`config.mk`:
```
export PLATFORM = sky130hd
export DESIGN_NAME = ram8
export DESIGN_NICKNAME = d
export VERILOG_FILES = /design/src/rtl/ram8.sv
export SDC_FILE = /design/constraint.sdc
export NUM_CORES = 1
export LEC_CHECK = 0
export CELL_PAD_IN_SITES_DETAIL_PLACEMENT = 1
export CELL_PAD_IN_SITES_GLOBAL_PLACEMENT = 1
export CORE_MARGIN = 4
export CORE_UTILIZATION = 45
export DETAILED_ROUTE_END_ITERATION = 8
export GPL_TIMING_DRIVEN = 0
export HOLD_SLACK_MARGIN = 0.08
export PLACE_DENSITY_LB_ADDON = 0.1
export RECOVER_POWER = 25
export SETUP_SLACK_MARGIN = 0.3
export SLEW_MARGIN = 20
export SYNTH_ARGS = -nofsm -noshare
export SYNTH_HDL_FRONTEND = slang
export SYNTH_SLANG_ARGS = --single-unit
```
`constraint.sdc`:
```
create_clock -name clk -period 2.2 [get_ports clk]
set_input_delay 0.22 -clock clk [delete_from_list [all_inputs] [get_ports clk]]
set_output_delay 0.22 -clock clk [all_outputs]
set_load 0.01 [all_outputs]
```
`src/rtl/ram8.sv`:
```
// 8-word register-file RAM: combinational read, synchronous single-port write,
// synchronous active-low clear. Base bank for the larger RAM hierarchy.
module ram8 #(
  parameter int WIDTH     = 16,
  parameter int ADDR_BITS = 3
) (
  input  logic                 clk,
  input  logic                 rst_n,
  input  logic                 load,
  input  logic [ADDR_BITS-1:0] address,
  input  logic [WIDTH-1:0]     in,
  output logic [WIDTH-1:0]     out
);

  localparam int DEPTH = 2 ** ADDR_BITS;

  logic [DEPTH-1:0] load_sel;
  logic [WIDTH-1:0] word_d [DEPTH];
  logic [WIDTH-1:0] word_q [DEPTH];

  // Load demux: only the addressed register sees the write enable.
  always_comb begin
    // NOTE: every always_comb output gets a default first so no path can infer a latch.
    load_sel          = '0;
    load_sel[address] = load;
  end

  // Clear wins over a write on the same edge.
  always_comb begin
    for (int i = 0; i < DEPTH; i++) begin
      word_d[i] = word_q[i];
      if (!rst_n) begin
        word_d[i] = '0;
      end else if (load_sel[i]) begin
        word_d[i] = in;
      end
    end
  end

  // NOTE: these words are discrete registers with a functional clear, so resetting
  // the whole array is intended behaviour rather than a cost imposed on a RAM macro.
  always_ff @(posedge clk) begin
    for (int i = 0; i < DEPTH; i++) begin
      // NOTE: non-blocking assignment keeps every register updating on the same edge.
      word_q[i] <= word_d[i];
    end
  end

  // Read mux: zero-latency view of the addressed word, no write bypass.
  always_comb begin
    out = word_q[address];
  end

endmodule

```
; ---- Word-level counts from Yosys, hierarchy flattened
; Memories as Yosys holds them, arrays and structs flattened.
; Index checks and enable logic that the tools add are counted.
[classes]
order_cmp = 2
reduce_logical = 1
bitwise_logic = 1
n_mux = 18
eq_ne = 8
[ops]
columns = cell, n
row1 = two-way mux 16 bit, 16
row2 = != test 2 bit (second input constant), 8
row3 = bitwise AND 8 bit, 1
row4 = < comparator 3 x 4 -> 1 bit (second input constant), 1
row5 = demux 1 bit (select 3 bit), 1
row6 = >= comparator 3 x 1 -> 1 bit (second input constant), 1
row7 = logical AND 1 bit, 1
row8 = two-way mux 1 bit, 1
[totals]
out_inout_bits = 16
word_cells = 31
mem_count = 1
mem_bits_rw = 128
reg_bits = 0
[memory_table]
columns = name, words, width, read_ports, rd_clocked_by_memory_dff, write_ports, line
row1 = word_q, 8, 16, 1, 0, 8, 19  ; logic [WIDTH-1:0] word_q [DEPTH];

; ---- Longest topological paths before layout
; Gate-level depths: netlist of the first run.
[depth]
ltp_word = 7
mapped_depth = 6
mapped_depth_nobuf = 3

; ---- Worst setup path after synthesis of the first run
; OpenSTA, ideal clock, no wires.
[synth_timing]
path_type = input to register
from = input address[1]
to = memory word_q[1][0] (enable)
setup_ns = 0.411
path_stages = 5
t_arrival_ns = 1.964
slack_ns = -0.176
required_ns = 1.789
path_cell_list = buf_6 > buf_6 > buf_4 > nand2b_1 > o21ai_0
[synth_rtl]
columns = item, line
row1 = start: declaration, 10  ; input logic [ADDR_BITS-1:0] address,
row2 = end: declaration, 19

==> impl_metrics.ini, run 1 <==
[setup_path]
crit_fanout = 12
worst_ep_required_time_ns = 2.31
end_kind = flop
path_delay_family = buffers and inverters
critPathArrivalTime_ns = 2.13
startpoint_type = input pin
crit_type = in -> reg
slowest_stage = o21ai_0
path_buf_inv = 2
crit_chain = dlygate4sd3_1, nand2b_1, o21ai_0, buf_6
cp_slowest_stage_delay_ns = 0.87

[finish]
layout.nets = 390
finalNonFillerCells = 524
final_util_pct = 56.9
drive_above_1_share_pct = 23.9
largest_reg_flops = 128
reg_top3 = word_q x128
area_growth_pct = 23.1
n_antenna_cell = 0
regMostFlops = word_q
num-fill-cells = 1045

[placed_design]
gp_congestion = 0.712
dp_cells = 492
io_buffers = 35
post-place-ws_ns = -0.836
hpwl_um = 8280

[clock_network]
post_cts.repair.setup_buffers = 0
clock-sinks = 128
cts.path.max_buffers = 2
numCtsBuffers = 17
path_clk_slew_ns = 0.06
cts_htree_levels = 4
root_buffer = clkbuf_16
cts_tree = built

[drt]
dr.pass1.iters = 4
drt-total-wl_um = 13500
drt-initial-drc-count = 197
drc_errors = 0
vias_per_cell = 5.71
num_vias = 2994
post_drt_wl_per_cell_um = 25.7
ant_nets = 0

[hold_path]
hold_path.class = in -> reg

[global_routing]
grt_max_degree = 17
antenna_found_initial = 0
grt_pass1_wl_um = 20100
grt_overflow = 0
track_usage_pct = 21.4
grt_pass1_vias = 3188

[timing]
finalSetupViolations = 0
worst_pin_slew_ns = 1.07
slew-limit-headroom_pct = 27.9
hold_viol = 0
period_share_pct = 91.6
setup_slack_ns = 0.184
rsz0062_at_grt = false
setup_tns_ns = 0
slew_violations = 0
max_freq_mhz = 496
fin_crit_ns = 2.02

[floorplan]
coreArea_um2 = 11500
rows = 39
die_area_um2 = 13600
fp.dieH_um = 117
pin_count = 38
initial_core_util_pct = 46.2
dieWidth_um = 117

[yosys]
synth_ff_type = edfxtp_1
synthTopCellsByArea = edfxtp_1 72%, mux2i_1 5.6%, o32a_1 2.8%, a211o_1 2.5%, a22oi_2 2.3%
synth_cells = 309
synth_area_leader_cell = edfxtp_1
synth_top_area_share_pct = 72.2
postSynthAreaPerCell_um2 = 17.2
async_flop_share_pct = 0
synth-edff-count = 128
yosys_register_bits = 128
ys_warn_count = 0
synth_cell_types = 27
syn-num-nets = 331
synth.yosys.seq_area_share_pct = 72.2
syn_area_um2 = 5330

[pwr]
p_per_area_nw_per_um2 = 980
p_leak_nw = 2.41
ir_drop_v = 0.000459

[status]
outcome = finished, final reports clean

[run]
maxCapViolCount = 0
[cells in the final DEF, fill, tap and decap left out, types with 2 or more instances in the layout]
| cell | count |
|---|---|
| buf_6 | 10 |
| buf_4 | 7 |
| inv_1 | 15 |
| a211o_1 | 15 |
| buf_2 | 6 |
| nand2b_1 | 2 |
| mux2i_1 | 30 |
| o211ai_1 | 5 |
| dlygate4sd3_1 | 2 |
| a22oi_2 | 10 |
| a21boi_0 | 4 |
| a21oi_1 | 11 |
| clkdlybuf4s50_1 | 16 |
| clkinvlp_4 | 4 |
| bufinv_16 | 3 |
| clkbuf_2 | 2 |
| o211ai_2 | 10 |
| dlygate4sd2_1 | 14 |
| o32a_1 | 15 |
| o21ai_4 | 3 |
| nand2_1 | 5 |
| buf_8 | 3 |
| mux4_2 | 2 |
| o31ai_2 | 2 |
| a22oi_1 | 5 |
| clkbuf_16 | 17 |
| and2_0 | 6 |
| edfxtp_1 | 128 |
| inv_6 | 2 |
| clkbuf_1 | 2 |
| clkinv_2 | 4 |
| and2_1 | 11 |
[synthesized netlist by cell type, types with 6 or more instances]
| cell | count |
|---|---|
| a211o_1 | 15 |
| a21oi_1 | 11 |
| a22oi_2 | 10 |
| and2_1 | 17 |
| buf_2 | 7 |
| buf_6 | 8 |
| edfxtp_1 | 128 |
| inv_1 | 15 |
| mux2i_1 | 30 |
| o211ai_2 | 10 |
| o21ai_0 | 6 |
| o32a_1 | 15 |
[power by group]
group | switching [mW] | internal (mW)
clock | 1.05 | 1.78
sequential | 0.0650 | 2.93
combinational | 0.352 | 0.248
total | 1.47 | 4.96
[worst paths after layout]
check	start	end	slack, ns	depth (start not counted)
worst max-delay path	load	word_q[2][8]	0.18	4
worst min-delay path	in[1]	word_q[4][1]	0.62	2
[final cells by class]
class                           count  area (µm²)  share of cell area (%)
Multi-Input combinational cell    143        1310                    20.0
Buffer                             22         178                    2.71
Clock buffer                       18         429                    6.54
Clock inverter                     14         165                    2.52
Inverter                           16        61.3                   0.935
Tap cell                          143         179                    2.73
Sequential cell                   128        3840                    58.6
Timing Repair Buffer               40         392                    5.97
[repair_timing]
action | 4_1_cts | 5_1_grt
gates resized for setup | 31 | 2
hold buffers | 0 | 0
gates cloned | 0 | 0
endpoints found under the setup margin | 126 | 2
endpoints found under the hold margin | 0 | 0
[logic make-up (layout without fill, tap and decap cells)]
logic type,Yosys count,count (layout),synth area share (%)
flip-flops,128,128,72.2
AO/OA/AOI/OAI,83,83,13.8
buffers and inverters,38,110,4.25
multiplexers,32,32,6.48
AND/OR/NAND/NOR,28,28,3.24
[layer usage]
layer	wire (µm)	track usage [%]	up-vias
li1	-	-	1366
met1	5620	26.7	1537
met2	7120	36.4	76
met3	603	5.96	15
met4	140	6.96	0
met5	0	0	-
[stage by stage]
stage / instance area (µm²) / total power, mW / hold WS [ns]
final: 6560 / 6.42 / 0.621
after detailed placement: 5980 / 3.69 / 1.04
after floorplan: 5330 / 3.38 / 0.544
after global placement: 5860 / 3.63 / 1.01
after global routing: 6560 / 6.67 / 0.620
after CTS: 6590 / 6.48 / 0.596
Power figures use the tool's default switching activity.
==> run 2: changes to the inputs <==
Settings changed: CTS_CLUSTER_DIAMETER from default to 120.
==> results of run 2 <==
No change in the layout: final DEF, timing and power equal those of run 1.
